### config.mk
export PLATFORM = sky130hd
export DESIGN_NAME = mcp_seq
export DESIGN_NICKNAME = d
export VERILOG_FILES = /design/src/rtl/mcp_pkg.sv /design/src/rtl/mcp_rstack.sv /design/src/rtl/mcp_seq.sv
export SDC_FILE = /design/constraint.sdc
export NUM_CORES = 1
export LEC_CHECK = 0
export ABC_AREA = 0
export CAP_MARGIN = 20
export CORE_MARGIN = 10
export CORE_UTILIZATION = 48
export CTS_BUF_LIST = sky130_fd_sc_hd__clkbuf_16
export CTS_CLUSTER_DIAMETER = 50
export DETAILED_ROUTE_END_ITERATION = 8
export GPL_TIMING_DRIVEN = 0
export PLACE_DENSITY = 0.76
export SYNTH_ARGS = -nofsm -noshare
export SYNTH_HDL_FRONTEND = slang
export SYNTH_SLANG_ARGS = --single-unit
### constraint.sdc
create_clock -name pin_clk -period 2.5 [get_ports pin_clk]
set_clock_uncertainty 0.05 [all_clocks]
set_input_delay 0.5 -clock pin_clk [delete_from_list [all_inputs] [get_ports pin_clk]]
set_output_delay 0.5 -clock pin_clk [all_outputs]
set_load 0.01 [all_outputs]
### src/rtl/mcp_pkg.sv
// mcp_pkg: shared definitions for the microsequencer.
//   - sequencing command encodings carried in the microword (seq_op_e)
//   - microROM geometry: LC_W address bits, MO_W word bits
//   - default reset vector
//   - sequencer FSM state encoding
package mcp_pkg;

    localparam int LC_W = 11;
    localparam int MO_W = 22;

    localparam logic [LC_W-1:0] RESET_VEC_DEF = 11'h000;

    typedef enum logic [2:0] {
        SEQ_NEXT = 3'd0,
        SEQ_JMP  = 3'd1,
        SEQ_CJMP = 3'd2,
        SEQ_CALL = 3'd3,
        SEQ_RET  = 3'd4,
        SEQ_TRAP = 3'd5
    } seq_op_e;

    typedef enum logic [1:0] {
        ST_FILL = 2'd0,
        ST_RUN  = 2'd1,
        ST_WAIT = 2'd2
    } seq_state_e;

endpackage

### src/rtl/mcp_rstack.sv
// mcp_rstack: return-address LIFO for the microsequencer.
// Ports:
//   clk, srst        clock, synchronous active-high reset (empties the stack)
//   i_push, i_data   push i_data; ignored when full
//   i_pop            pop the top entry; ignored when empty
//   o_top            current top entry (valid when not empty)
//   o_count          occupancy 0..DEPTH
//   o_full, o_empty  occupancy flags
// The caller never pushes and pops in the same cycle.
module mcp_rstack
    import mcp_pkg::*;
#(
    parameter int DEPTH = 4,
    parameter int SP_W  = 2
) (
    input  logic            clk,
    input  logic            srst,
    input  logic            i_push,
    input  logic [LC_W-1:0] i_data,
    input  logic            i_pop,
    output logic [LC_W-1:0] o_top,
    output logic [SP_W:0]   o_count,
    output logic            o_full,
    output logic            o_empty
);

    logic [LC_W-1:0] r_mem [DEPTH];
    logic [SP_W:0]   r_cnt;
    logic [SP_W-1:0] w_wr_idx;
    logic [SP_W-1:0] w_top_idx;

    assign o_full    = (r_cnt == (SP_W+1)'(DEPTH));
    assign o_empty   = (r_cnt == '0);
    assign w_wr_idx  = r_cnt[SP_W-1:0];
    // DEPTH is a power of two, so at full the low bits are zero and the
    // subtraction wraps to DEPTH-1, which is the correct top slot.
    assign w_top_idx = r_cnt[SP_W-1:0] - SP_W'(1);
    assign o_top     = r_mem[w_top_idx];
    assign o_count   = r_cnt;

    // Entry contents carry no reset: only the occupancy count matters.
    for (genvar gi = 0; gi < DEPTH; gi++) begin : g_entry
        always_ff @(posedge clk) begin
            if (i_push && !o_full && (w_wr_idx == SP_W'(gi))) begin
                r_mem[gi] <= i_data;
            end
        end
    end

    always_ff @(posedge clk) begin
        if (srst) begin
            r_cnt <= '0;
        end else if (i_push && !o_full) begin
            r_cnt <= r_cnt + (SP_W+1)'(1);
        end else if (i_pop && !o_empty) begin
            r_cnt <= r_cnt - (SP_W+1)'(1);
        end
    end

endmodule

### src/rtl/mcp_seq.sv
// mcp_seq: microsequencer producing the 11-bit location counter for a
// 2048 x 22 synchronous microROM (word returned one clock after address).
// Ports:
//   pin_clk, pin_rst   clock, synchronous active-high reset
//   pin_op             sequencing command of the current microword
//   pin_ba             branch/call target
//   pin_cond           CJMP condition
//   pin_ta, pin_tv     translation dispatch address and its valid
//   pin_wait           hold request, freezes sequencing
//   pin_lc             location counter (registered) to the ROM address
//   pin_mv             microword valid
//   pin_sp             return-stack occupancy 0..STACK_DEPTH
//   pin_err            sticky error flag, cleared only by reset
module mcp_seq
    import mcp_pkg::*;
#(
    parameter logic [LC_W-1:0] RESET_VEC   = RESET_VEC_DEF,
    parameter int              STACK_DEPTH = 4,
    parameter int              SP_W        = 2
) (
    input  logic            pin_clk,
    input  logic            pin_rst,
    input  logic [2:0]      pin_op,
    input  logic [LC_W-1:0] pin_ba,
    input  logic            pin_cond,
    input  logic [LC_W-1:0] pin_ta,
    input  logic            pin_tv,
    input  logic            pin_wait,
    output logic [LC_W-1:0] pin_lc,
    output logic            pin_mv,
    output logic [SP_W:0]   pin_sp,
    output logic            pin_err
);

    seq_state_e      r_state, w_state_next;
    logic [LC_W-1:0] r_lc, w_lc_next;
    logic            r_mv, w_mv_next;
    logic            r_err, w_err_next;
    logic            w_push, w_pop;
    logic [LC_W-1:0] w_inc;
    logic [LC_W-1:0] w_top;
    logic            w_full, w_empty;

    // 11-bit add wraps 0x7FF to 0x000 on its own.
    assign w_inc = r_lc + LC_W'(1);

    mcp_rstack #(
        .DEPTH (STACK_DEPTH),
        .SP_W  (SP_W)
    ) u_rstack (
        .clk     (pin_clk),
        .srst    (pin_rst),
        .i_push  (w_push),
        .i_data  (w_inc),
        .i_pop   (w_pop),
        .o_top   (w_top),
        .o_count (pin_sp),
        .o_full  (w_full),
        .o_empty (w_empty)
    );

    always_ff @(posedge pin_clk) begin
        if (pin_rst) begin
            r_state <= ST_FILL;
            r_lc    <= RESET_VEC;
            r_mv    <= 1'b0;
            r_err   <= 1'b0;
        end else begin
            r_state <= w_state_next;
            r_lc    <= w_lc_next;
            r_mv    <= w_mv_next;
            r_err   <= w_err_next;
        end
    end

    always_comb begin
        w_state_next = r_state;
        w_lc_next    = r_lc;
        w_mv_next    = r_mv;
        w_err_next   = r_err;
        w_push       = 1'b0;
        w_pop        = 1'b0;

        case (r_state)
            ST_FILL: begin
                // ROM is fetching RESET_VEC; its word is valid next cycle.
                w_mv_next    = 1'b1;
                w_state_next = ST_RUN;
            end
            ST_RUN, ST_WAIT: begin
                if (pin_wait) begin
                    // Hold everything; the pending command is re-evaluated
                    // on the first edge with the wait released.
                    w_state_next = ST_WAIT;
                end else begin
                    w_state_next = ST_RUN;
                    case (pin_op)
                        SEQ_NEXT: w_lc_next = w_inc;
                        SEQ_JMP:  w_lc_next = pin_ba;
                        SEQ_CJMP: w_lc_next = pin_cond ? pin_ba : w_inc;
                        SEQ_CALL: begin
                            // Jump is taken even when the push is lost.
                            w_lc_next = pin_ba;
                            if (w_full) begin
                                w_err_next = 1'b1;
                            end else begin
                                w_push = 1'b1;
                            end
                        end
                        SEQ_RET: begin
                            if (w_empty) begin
                                w_lc_next  = RESET_VEC;
                                w_err_next = 1'b1;
                            end else begin
                                w_lc_next = w_top;
                                w_pop     = 1'b1;
                            end
                        end
                        SEQ_TRAP: begin
                            if (pin_tv) begin
                                w_lc_next = pin_ta;
                            end else begin
                                w_lc_next  = w_inc;
                                w_err_next = 1'b1;
                            end
                        end
                        default: begin
                            // Reserved encodings behave as NEXT.
                            w_lc_next  = w_inc;
                            w_err_next = 1'b1;
                        end
                    endcase
                end
            end
            default: begin
                w_state_next = ST_FILL;
                w_lc_next    = RESET_VEC;
                w_mv_next    = 1'b0;
            end
        endcase
    end

    assign pin_lc  = r_lc;
    assign pin_mv  = r_mv;
    assign pin_err = r_err;

endmodule

==> metrics.md <==
| Metric | Value |
|---|---|
| Flop pwr share | `0.442` |
| Initial Util | `0.498` |
| Post-Route WL | `between 7 and 8 mm` |
| CP bufs+invs | `2` |
| Layout Area Growth over Synthesis | `28.7%` |
| Setup-failing EPs final | `0` |
| Worst-Margin Slew | `a little over 0.9 ns` |
| Die area | `between 0.009 and 0.01 sq mm` |
| Place WS | `-0.377 ns` |
| Gpl congestion | `between 0.8 and 0.9` |
| R2R Setup Slk | `~0.10 ns` |
| Clk buf depth | `2` |
| Vias | `between 2,000 and 2,500` |
| Core area | `approximately 0.006 sq mm` |
| First-pass GRT wire length | `12.5 mm` |
| Static Leak | `1.31 nW` |
| Slew margin rel. | `0.395` |
| RSZ-0062 raised after global routing | `no` |
| Critical Path AT | `~2.6 ns` |
| Vias in the first global route | `roughly 2,400` |
| Ordered cell list for the critical path | `clkdlybuf4s50_1 > nand2_1 > a211o_4 > nor2_4 > inv_1 > fa_1 > xor2_1 > a21oi_1 > a31o_1` |
| # H-tree levels | `3` |
| Area post-placement | `roughly 0.0035 sq mm` |
| Mapped cell area | `0.00298 sq mm` |
| Crit start category | `primary input` |
| Post-DP HPWL | `about 5.3 mm` |
| Hold Path Class | `flop to flop` |
| Crit path max-delay cell type | `clkdlybuf4s50_1` |
| Mapped Nets | `270` |
| PnR worst setup slack | `about 0.067 ns` |
| Switching share of total power | `0.219` |
| DRC | `0` |
| FF+latch count, synth | `just over 60` |
| CTS Sinks | `between 60 and 70` |
| Fin area | `0.00384 sq mm` |
| Post-synth EDFFs | `44` |
| Top FF cell, synth | `edfxtp_1` |
| Core Util, Final | `0.640` |
| Async SR Flop Fraction | `0` |
| Hold WS | `between 0.4 and 0.5 ns` |
| Hold Fails Final Rpt | `0` |
| Register area share after synthesis | `0.564` |
| Hold endpoint | `pin_err` |
| Setup CP Type | `primary input to flop` |
| Largest net degree at the start of global routing | `12` |
| R2R Path Start | `u_rstack.o_count[0]` |
| Final antenna-violating net count | `0` |
| VDD IR max | `0.000769 V` |
| First drt pass iteration count | `6` |
| Layout net count | `between 300 and 400` |
| Die Span Y | `just under 100 um` |
| Syn Inst Count | `about 230` |
| Max Cap Violations | `0` |
| DR WL/cell | `21.5 um` |
| CTS tree | `yes` |
| Internal power | `0.00198 W` |
| I/O Pins | `46` |
| Initial antenna violation count | `0` |
| Worst setup path startpoint | `pin_op[1]` |
| Num rows | `28` |
| Psw | `between 0.0005 and 0.0006 W` |
| Latest clock arrival within the worst-skew pair | `about 0.32 ns` |
| Crit. End Element | `flop` |
| Fraction of final layout cells sized beyond drive strength 1 | `0.143` |
| Post-layout power | `0.00253 W` |
| Final worst-path cycle share | `0.973` |
| Unique masters post-synth | `46` |
| Vias/cell | `6.08` |
| Max-slew violations | `0` |
| 1st-iter DRT viols | `209` |
| Root buf cell | `clkbuf_16` |
| CTS buffer count | `9` |
| Comb pwr share | `0.101` |
| CP delay by family, top | `compound AO/OA/AOI/OAI gates` |
| Status | `finished, final reports clean` |
| # diodes | `0` |
| Clk pin slew, worst setup/hold paths | `0.05 ns` |
| HP Start | `pin_err` |
| Clock power share | `0.457` |
| Die Width | `98.8 um` |
| Fmax | `roughly 410 MHz` |
| Worst reg2reg path depth | `10` |
| Hold depth | `2` |
| Global Route Usage Sum | `0.163` |
| Synth Warn # | `0` |
| Power Density | `~660 mW/mm^2` |
| CP required | `roughly 2.7 ns` |
| Reg-to-Reg End | `u_rstack.o_count[2]` |
| Crit-path max cell delay | `about 0.56 ns` |
| Overflow left after global routing | `0` |
| Crit path max fanout | `6` |
| Final worst path period need | `about 2.4 ns` |
| Syn Area/Cell | `12.9 sq um` |
| Port bufs | `44` |
==> logic make-up after synthesis <==
logic type / count (synthesis) / share of synthesized area
xor gates and xnor gates: 11 / 0.0323
AOI/OAI and AO/OA: 53 / 0.134
and+or+nand+nor: 67 / 0.116
DFF: 62 / 0.564
buffers and inverters: 18 / 0.0281
adders and majority gates: 8 / 0.0361
muxes: 13 / 0.0898
==> synthesized netlist by cell type (2+ instances only) <==
library cell | n | share of area
mux4_2 | 11 | 0.083
inv_1 | 7 | 0.0088
nor3_2 | 3 | 0.010
a211oi_1 | 2 | 0.0050
nand2_1 | 23 | 0.029
o21ai_0 | 5 | 0.0084
mux2i_1 | 2 | 0.0067
o31ai_1 | 2 | 0.0050
xor2_1 | 6 | 0.018
a311oi_1 | 8 | 0.024
ha_1 | 7 | 0.029
nor3_1 | 2 | 0.0034
and2_1 | 11 | 0.023
nand4_1 | 3 | 0.0063
a222oi_1 | 10 | 0.034
edfxtp_1 | 44 | 0.44
nor2_1 | 15 | 0.019
dfxtp_1 | 18 | 0.12
buf_2 | 4 | 0.0067
nand2b_1 | 2 | 0.0042
clkbuf_1 | 5 | 0.0063
xnor2_1 | 5 | 0.015
a21oi_1 | 12 | 0.020
a21boi_0 | 2 | 0.0050
o21ai_1 | 2 | 0.0034
==> worst reg2reg max path, delay by kind of cell, from the launching register on <==
family                   cells  cell delay, ns
AO/OA/AOI/OAI                3            0.65
adder cells (fa/ha/maj)      2            0.62
flip-flops                   1            0.36
buffers and inverters        3            0.29
XOR/XNOR                     1            0.19
AND/OR/NAND/NOR              1            0.13
==> flip-flops by register name, indices dropped and copies added, names as in the netlist <==
register,flops
pin_err,1
pin_lc,11
pin_mv,1
r_state,2
u_rstack.o_count,3
u_rstack.r_mem,44
==> cells in the final DEF, fill, tap and decap left out, types with 3 or more instances in the layout <==
master           count
xor2_1               6
a21oi_1             12
a222oi_1            10
inv_1                8
mux4_2              11
xnor2_1              5
clkinv_1             3
nor3_2               3
nand4_1              3
clkbuf_1             4
o21ai_0              5
edfxtp_1            44
dfxtp_1             17
clkbuf_16            9
buf_2                4
and2_1              11
ha_1                 7
nand2_1             23
clkdlybuf4s50_1     44
nor2_1              14
a311oi_1             8
==> power by group through the flow <==
stage | clock network, W | registers [W] | logic, W
floorplan | 0 | 0.00114 | 0.000128
global placement | 0 | 0.00114 | 0.000238
detailed placement | 0 | 0.00114 | 0.000244
CTS | 0.00118 | 0.00112 | 0.000252
global route | 0.00123 | 0.00112 | 0.000272
finish | 0.00116 | 0.00112 | 0.000255
==> per-layer routing <==
layer | global-route usage | vias up | wire length (um)
met1 | 0.189 | 1120 | 3260
met2 | 0.266 | 88 | 4050
met5 | 0 | - | 0
met4 | 0.0860 | 0 | 144
li1 | - | 1016 | -
met3 | 0.0489 | 15 | 454
==> cell type report <==
class | instances | area [sq um]
Fill cell | 458 | 2150
Sequential cell | 62 | 1690
Multi-Input combinational cell | 152 | 1230
Timing Repair Buffer | 45 | 448
Clock buffer | 9 | 225
Tap cell | 75 | 93.8
Buffer | 11 | 67.6
Clock inverter | 7 | 57.6
Inverter | 7 | 26.3
==> metrics by stage <==
stage,cells,TNS (ns)
floorplan,232,0
global placement,351,-12.18
detailed placement,351,-13.29
CTS,368,0
global route,368,0
finish,368,0
==> repair_timing <==
item / 4_1_cts / 5_1_grt
endpoints found under the setup margin: 47 / 3
hold buffers: 0 / 0
pin swaps: 0 / 3
gates resized for setup: 5 / 2
endpoints found under the hold margin: 0 / 0
setup buffers: 1 / 0
==> how the worst max path moves through the flow <==
stage | cells past startpoint | slack [ns] | to
after floorplan | 10 | 0.05 | u_rstack.o_count[2]
after global placement | 9 | -0.37 | u_rstack.o_count[2]
after detailed placement | 9 | -0.38 | u_rstack.o_count[2]
after CTS | 10 | 0.04 | u_rstack.o_count[2]
after global routing | 10 | 0.003 | u_rstack.o_count[2]
final | 9 | 0.07 | u_rstack.o_count[2]
(Power assumes the default switching activity.)
